==> src/rtl/fetch_sequencer.sv <==
// fetch_sequencer: multi-cycle fetch/decode/execute control for the 8-bit CPU.
// Owns all PC advance/redirect strobes and latches opcode and operand bytes.
module fetch_sequencer (
   input  logic       clk,
   input  logic       rst,
   input  logic       mem_ready,
   input  logic [7:0] mem_data,
   input  logic       flag_z,
   input  logic       flag_c,
   output logic       mem_req,
   output logic       pc_en,
   output logic       pc_load,
   output logic [7:0] pc_target,
   output logic [7:0] ir,
   output logic [7:0] operand,
   output logic       alu_en,
   output logic       reg_we,
   output logic       imm_sel,
   output logic       retire,
   output logic       halted
);

   localparam logic [2:0] S_FETCH   = 3'd0;
   localparam logic [2:0] S_DECODE  = 3'd1;
   localparam logic [2:0] S_OPERAND = 3'd2;
   localparam logic [2:0] S_EXEC    = 3'd3;
   localparam logic [2:0] S_HALT    = 3'd4;

   logic [2:0] state_q, state_d;
   logic [7:0] ir_q, ir_d;
   logic [7:0] operand_q, operand_d;

   logic [3:0] opc;
   logic       is_alu;
   logic       is_two;
   logic       is_hlt;

   assign opc    = ir_q[7:4];
   assign is_alu = (opc >= 4'h1) && (opc <= 4'h7);
   // 0x8..0xB (LDI, JMP, JZ, JC) all carry a second byte
   assign is_two = (opc[3:2] == 2'b10);
   assign is_hlt = (opc == 4'hF);

   always_comb begin
      state_d   = state_q;
      ir_d      = ir_q;
      operand_d = operand_q;
      mem_req   = 1'b0;
      pc_en     = 1'b0;
      pc_load   = 1'b0;
      alu_en    = 1'b0;
      reg_we    = 1'b0;
      imm_sel   = 1'b0;
      retire    = 1'b0;

      unique case (state_q)
         S_FETCH: begin
            mem_req = 1'b1;
            if (mem_ready) begin
               ir_d    = mem_data;
               pc_en   = 1'b1;
               state_d = S_DECODE;
            end
         end
         S_DECODE: begin
            if (is_two)      state_d = S_OPERAND;
            else if (is_hlt) state_d = S_HALT;
            else             state_d = S_EXEC;
         end
         S_OPERAND: begin
            mem_req = 1'b1;
            if (mem_ready) begin
               operand_d = mem_data;
               pc_en     = 1'b1;
               state_d   = S_EXEC;
            end
         end
         S_EXEC: begin
            retire  = 1'b1;
            state_d = S_FETCH;
            case (opc)
               4'h8: begin
                  reg_we  = 1'b1;
                  imm_sel = 1'b1;
               end
               4'h9: begin
                  pc_en   = 1'b1;
                  pc_load = 1'b1;
               end
               4'hA: begin
                  pc_en   = flag_z;
                  pc_load = flag_z;
               end
               4'hB: begin
                  pc_en   = flag_c;
                  pc_load = flag_c;
               end
               default: begin
                  alu_en = is_alu;
                  reg_we = is_alu;
               end
            endcase
         end
         S_HALT: state_d = S_HALT;
         default: state_d = S_FETCH;
      endcase

      // While rst is held the PC is cleared anyway; keep every strobe quiet
      if (rst) begin
         pc_en   = 1'b0;
         pc_load = 1'b0;
         alu_en  = 1'b0;
         reg_we  = 1'b0;
         imm_sel = 1'b0;
         retire  = 1'b0;
      end
   end

   always_ff @(posedge clk or posedge rst) begin
      if (rst) begin
         state_q   <= S_FETCH;
         ir_q      <= 8'h00;
         operand_q <= 8'h00;
      end else begin
         state_q   <= state_d;
         ir_q      <= ir_d;
         operand_q <= operand_d;
      end
   end

   assign ir        = ir_q;
   assign operand   = operand_q;
   assign pc_target = operand_q;
   assign halted    = (state_q == S_HALT);

endmodule

==> config.mk <==
export PLATFORM = sky130hd
export DESIGN_NAME = fetch_sequencer
export DESIGN_NICKNAME = d
export VERILOG_FILES = /design/src/rtl/fetch_sequencer.sv
export SDC_FILE = /design/constraint.sdc
export NUM_CORES = 1
export LEC_CHECK = 0
export ABC_AREA = 1
export CAP_MARGIN = 20
export CORE_ASPECT_RATIO = 0.8
export CORE_MARGIN = 10
export CORE_UTILIZATION = 40
export CTS_CLUSTER_SIZE = 14
export DETAILED_ROUTE_END_ITERATION = 8
export GPL_TIMING_DRIVEN = 1
export PLACE_DENSITY = 0.78
export SYNTH_ARGS = -nofsm -noshare
export SYNTH_HDL_FRONTEND = slang
export SYNTH_SLANG_ARGS = --single-unit
==> constraint.sdc <==
create_clock -name clk -period 1.3 [get_ports clk]
set_input_delay 0.13 -clock clk [delete_from_list [all_inputs] [get_ports clk]]
set_output_delay 0.13 -clock clk [all_outputs]
set_load 0.01 [all_outputs]
==> impl_metrics.toml, run 1 <==
[cts]
clkTransAtPathRegs_ns = 0.13
clk_latency_ns = 0.31
hold_buffers = 0
root_buffer = "clkbuf_4"
cts_made_buffers = 3
clock_sinks = 19
h-tree-depth = 1
clockBufferDepth = 2
cts_tree = "built"

[detailed_routing]
finalWirelength_mm = 3.35
postRouteAntennaNets = 0
vias_per_cell = 5.01
drtIter0Drc = 59
first_pass_iters = 4
wl_per_cell_um = 16.7
num_vias = 1008
post-route-drc-count = 0

[synth]
synthTopCellsByCount = "nand2_1 (24), inv_1 (20), dfrtp_1 (19)"
async_reset_ff_frac = 1.00
synth_ff_type = "dfrtp_1"
synth-seq-cells = 19
ys_seq_area_frac = 0.487
synth_top_area_cell = "dfrtp_1"
synth_top_area_share = 0.487
netlist_instances = 115
synth_edf_count = 0
synth_area_leaders = "dfrtp_1 (49%), nand2_1 (9.2%), inv_1 (7.7%)"
yosys_warnings = 0
syn_avg_cell_area_um2 = 8.49
synth_most_common_cell = "nand2_1"
yosysUniqueCellTypes = 18
synth_area_um2 = 976
syn_nets = 128

[setup_path]
path_cells = "nand2_1 -> inv_2 -> nand2_4 -> nor2_4 -> nand3_2 -> nand2_1 -> buf_2"
crit_fanout = 5
worstSetupStartpointType = "flip-flop"
slowest_delay_ns = 0.42
path_depth = 7
worst_setup_path_end_kind = "output pin"
critPathKind = "flip-flop to output pin"
rr_worst_depth = 7
cp_data_arrival_time_ns = 1.35
cpMostUsedCell = "nand2_1"
crit_path_top_delay_cell = "dfrtp_1"
critPathTopFamily = "flip-flops"
cp_data_required_time_ns = 1.17
path_buf_inv = 2

[sta]
hold_viol = 0
relSlewSlack = 0.832
setup_ws_ns = -0.185
tightest_slew_ns = 0.251
timing.hold.ws_ns = 0.238
rsz0062_at_grt = "true"
maxSlewViolCount = 0
fin_skew_ns = 0.0135
finalSetupViolCount = 17
max_freq_ghz = 0.673
final.setup.tns_ns = -1.45
fin_crit_ns = 1.48
min_period_over_period = 1.14

[placed_design]
io_buffer_count = 44
gp_congestion = 0.768
dp_hpwl_mm = 2.17
dp_cells = 189

[finish]
final-instance-count-excl-fill = 201
final_util = 0.770
fillers = 156
final_nets = 190
n_antenna_cell = 0
regArea_um2 = 475
drive_above_1_share = 0.483
multiInputGateArea_um2 = 498
syn_to_final_growth_pct = 76.3

[floorplanning]
placement_rows = 15
die_h_um = 64.2
die_w_um = 75.2
boundaryPins = 45
dieArea_mm2 = 0.00483
coreArea_mm2 = 0.00223
start_util = 0.437

[hold_path]
hold_path_class = "input port to async pin"

[global_routing]
grt_pass1_vias = 995
overflow = 0
antenna_found_initial = 0
grt_pass1_wl_mm = 4.64
track_usage = 0.122
grt_max_degree = 20

[outcome]
outcome = "complete, but fails checks"
violations = "setup timing"

[power]
finalPower_uw = 3880
ir_drop_uv = 1110
p_leak_uw = 0.000917
p_per_area_mw_per_mm2 = 2260

[job]
drv_cap = 0
## stage by stage
| step | setup WS (ns) | instance area (um2) |
|---|---|---|
| after floorplan | 0.174 | 976 |
| after global placement | -0.341 | 1490 |
| after detailed placement | -0.395 | 1490 |
| after CTS | -0.180 | 1530 |
| after global routing | -0.268 | 1720 |
| final | -0.185 | 1720 |
## state kept, by name, indices dropped and copies added, names as in the netlist
signal,count
ir,8
state_q,3
operand,8
## cells in the final DEF, fill, tap and decap left out, drive strengths merged, types with 2 or more instances in the layout
| master | n |
|---|---|
| nand3 | 7 |
| clkdlybuf4s15 | 2 |
| buf | 30 |
| a21oi | 2 |
| nor2 | 6 |
| o21ai | 17 |
| clkbuf | 5 |
| clkdlybuf4s50 | 12 |
| nand2 | 28 |
| dlygate4sd2 | 20 |
| nor3 | 3 |
| dfrtp | 19 |
| inv | 22 |
## cells by family after synthesis
logic type	share of synthesized area
and+or+nand+nor	0.197
DFF	0.487
AOI/OAI and AO/OA	0.146
buffers and inverters	0.169
## worst register-to-register path, delay by kind of cell (launching register included)
kind,cells,cell delay [ns]
compound gates,1,0.04
flops,1,0.44
buf+inv,3,0.44
simple gates,3,0.37
## layout make-up
| type | count | area share |
|---|---|---|
| well taps | 25 | 0.0182 |
| clock inverters | 1 | 0.00291 |
| multi-input cells | 65 | 0.289 |
| inverters | 22 | 0.0524 |
| flip-flops and latches | 19 | 0.276 |
| repair buffers | 66 | 0.348 |
| clock buffers | 3 | 0.0131 |
## metal layers
metal,up-vias,track usage,wire (um)
met4,0,0.0486,44
met3,5,0.0648,368
met2,39,0.200,1630
met1,489,0.127,1310
li1,475,-,-
met5,-,0,0
## worst paths after layout
kind / from / end / slack, ns
hold / removal: rst / ir[5] / 0.24
max in group asynchronous: rst / operand[1] / 0.85
setup reg to reg: state_q[2] / operand[1] / -0.09
hold reg to reg: ir[3] / ir[3] / 0.49
min in group clk: mem_data[2] / operand[2] / 0.37
setup / recovery: state_q[0] / pc_en / -0.18
## timing repair
| item | in CTS | in global routing |
|---|---|---|
| setup endpoints to repair | 40 | 27 |
| cloned | 0 | 2 |
| pin swaps | 6 | 9 |
| gates resized for setup | 79 | 42 |
| buffers inserted | 3 | 4 |
## power breakdown
| part | internal (uW) | switching, uW | total [uW] |
|---|---|---|---|
| clock network | 115 | 206 | 321 |
| registers | 854 | 252 | 1110 |
| logic | 1200 | 1250 | 2460 |
| total | 2170 | 1710 | 3880 |
Power figures use the tool's default switching activity.
==> run 2: changes to the inputs <==
--- a/config.mk
+++ b/config.mk
@@ -5,7 +5,6 @@
 export SDC_FILE = /design/constraint.sdc
 export NUM_CORES = 1
 export LEC_CHECK = 0
-export ABC_AREA = 1
 export CAP_MARGIN = 20
 export CORE_ASPECT_RATIO = 0.8
 export CORE_MARGIN = 10
@@ -13,7 +12,8 @@
 export CTS_CLUSTER_SIZE = 14
 export DETAILED_ROUTE_END_ITERATION = 8
 export GPL_TIMING_DRIVEN = 1
-export PLACE_DENSITY = 0.78
+export HOLD_SLACK_MARGIN = 0.1
+export PLACE_DENSITY = 0.79
 export SYNTH_ARGS = -nofsm -noshare
 export SYNTH_HDL_FRONTEND = slang
 export SYNTH_SLANG_ARGS = --single-unit
==> impl_metrics.toml, run 2 <==
[placed_design]
io_buffer_count = 44
dp_hpwl_mm = 2.07
placedInstanceArea_mm2 = 0.00152
gp_congestion = 0.827
dp_cells = 153

[synth]
synthTopCellsByCount = "dfrtp_1 (19), buf_4 (8), mux2_1 (8), mux2_4 (8)"
synth_top_area_cell = "dfrtp_1"
synth_area_um2 = 948
netlist_instances = 76
synth_most_common_cell = "dfrtp_1"
synth_edf_count = 0
syn_nets = 89
synth_top_area_share = 0.501
synth_area_leaders = "dfrtp_1 (50%), mux2_4 (13%), mux2_1 (9.5%)"
yosysUniqueCellTypes = 25
synth-seq-cells = 19
yosys_warnings = 0
async_reset_ff_frac = 1.00
syn_avg_cell_area_um2 = 12.5
synth_ff_type = "dfrtp_1"
ys_seq_area_frac = 0.501

[detailed_routing]
first_pass_iters = 4
wl_per_cell_um = 17.9
post-route-drc-count = 0
drtIter0Drc = 32
finalWirelength_mm = 2.92
vias_per_cell = 5.02
postRouteAntennaNets = 0
num_vias = 818

[finish]
finalInstanceArea_mm2 = 0.00164
n_antenna_cell = 0
syn_to_final_growth_pct = 72.7
multiInputGateArea_um2 = 487
fillers = 143
final_cell_mix = "dlygate4sd2_1 (20), buf_4 (17), mux2_4 (16), dfrtp_1 (16), clkdlybuf4s50_1 (12)"
drive_above_1_share = 0.507
final_nets = 152
regArea_um2 = 479
final_common_cell = "dlygate4sd2_1"
final-instance-count-excl-fill = 163

[sta]
timing.hold.ws_ns = 0.278
tightest_slew_ns = 0.261
rsz0062_at_grt = "true"
maxSlewViolCount = 0
fin_skew_ns = 0.00657
finalSetupViolCount = 24
min_period_over_period = 1.31
final.setup.tns_ns = -6.72
hold_viol = 0
fin_crit_ns = 1.71
setup_ws_ns = -0.406
relSlewSlack = 0.824
max_freq_ghz = 0.586

[outcome]
outcome = "complete, but fails checks"
violations = "setup timing"

[setup_path]
crit_fanout = 8
cpMostUsedCell = "buf_6"
cp_data_required_time_ns = 1.50
crit_path_top_delay_cell = "dfrtp_1"
rr_worst_depth = 5
path_buf_inv = 2
critPathKind = "flip-flop to flip-flop"
slowest_delay_ns = 0.41
worst_setup_path_end_kind = "flip-flop"
rr_endpoint = "ir[4]"
r2r_start = "state_q[0]"
path_cells = "buf_6 -> or3b_4 -> buf_6 -> nor2_8 -> mux2_4"
critPathTopFamily = "simple AND/OR/NAND/NOR gates"
worst-r2r-setup-slack_ns = -0.41
cp_data_arrival_time_ns = 1.90
worstSetupStartpointType = "flip-flop"

[global_routing]
grt_max_degree = 16
grt_pass1_vias = 832
overflow = 0
antenna_found_initial = 0
track_usage = 0.120
grt_pass1_wl_mm = 4.37

[floorplanning]
boundaryPins = 45
die_h_um = 63.6
die_w_um = 74.4
placement_rows = 15
dieArea_mm2 = 0.00473
start_util = 0.428
coreArea_mm2 = 0.00221

[power]
p_switching_uw = 1440
ir_drop_uv = 1270
p_comb_frac = 0.622
seqPwrFrac = 0.300
finalPower_uw = 3860
p_leak_uw = 0.000814
power.internal_uw = 2410
p_sw_frac = 0.374
pwr-share-clk = 0.078
p_per_area_mw_per_mm2 = 2350

[hold_path]
hold_path_class = "input port to async pin"

[cts]
clock_sinks = 19
clockBufferDepth = 2
clk_latency_ns = 0.30
h-tree-depth = 1
root_buffer = "clkbuf_4"
cts_tree = "built"
clkTransAtPathRegs_ns = 0.11
hold_buffers = 0
cts_made_buffers = 3

[job]
drv_cap = 0
## run 2: changes by cell type in the layout (fill, tap and decap cells not counted), sizes merged, moves of 3 or more
cell / delta
o21ai: -16
nand3: -6
inv: -19
buf: +3
mux2: +16
nand2: -26
## run 2: worst max path at each step
stage                          start      end  slack, ns  depth (start not counted)
after floorplan           state_q[0]    ir[0]      -0.18                          3
after global placement           rst  pc_load      -0.59                          8
after detailed placement         rst    pc_en      -0.71                          7
after CTS                 state_q[2]    ir[4]      -0.42                          5
after global routing      state_q[2]  pc_load      -0.45                          7
final                     state_q[0]    ir[4]      -0.41                          5
## run 2: layout make-up
cell class	instances	share of cell area
multi-input cells	44	0.297
clock buffers	3	0.0138
repair buffers	68	0.367
clock inverters	1	0.00306
inverters	3	0.00688
well taps	25	0.0191
flip-flops and latches	19	0.293
## run 2: layer usage
metal  part of all wire  vias up  global-route usage
met4              0.014        0              0.0401
met3              0.091        4              0.0579
met1               0.41      399               0.132
met2               0.49       32               0.194
li1                   -      383                   -
met5                  0        -                   0
## run 2: repair_timing
action / CTS / global route
pin swaps: 9 / 6
endpoints found under the setup margin: 48 / 28
resized for setup: 81 / 17
buffers inserted: 5 / 3
## run 2: worst min-delay path, cell delays in order
cell,delay [ns]
clkdlybuf4s50_1,0.46
buf_4,0.17
inv_1,0.21
## run 2: cell families after synthesis
logic type             share of synthesized area
XOR/XNOR                                 0.00924
AND/OR/NAND/NOR                            0.140
AO/OA/AOI/OAI                             0.0422
flip-flops                                 0.501
buffers and inverters                     0.0858
multiplexers                               0.222
## run 2: metrics by stage
stage	setup slack [ns]	util
after floorplan	-0.178	-
after global placement	-0.588	0.684
after detailed placement	-0.713	0.684
after CTS	-0.420	0.708
after global routing	-0.448	0.740
final	-0.406	0.740
## run 2: power groups by stage
stage | sequential [uW] | clock, uW | combinational, uW
finish | 1160 | 301 | 2400
global route | 1210 | 342 | 2580
CTS | 1120 | 312 | 2320
detailed placement | 1130 | 0 | 2330
global placement | 1120 | 0 | 2300
floorplan | 1250 | 0 | 971
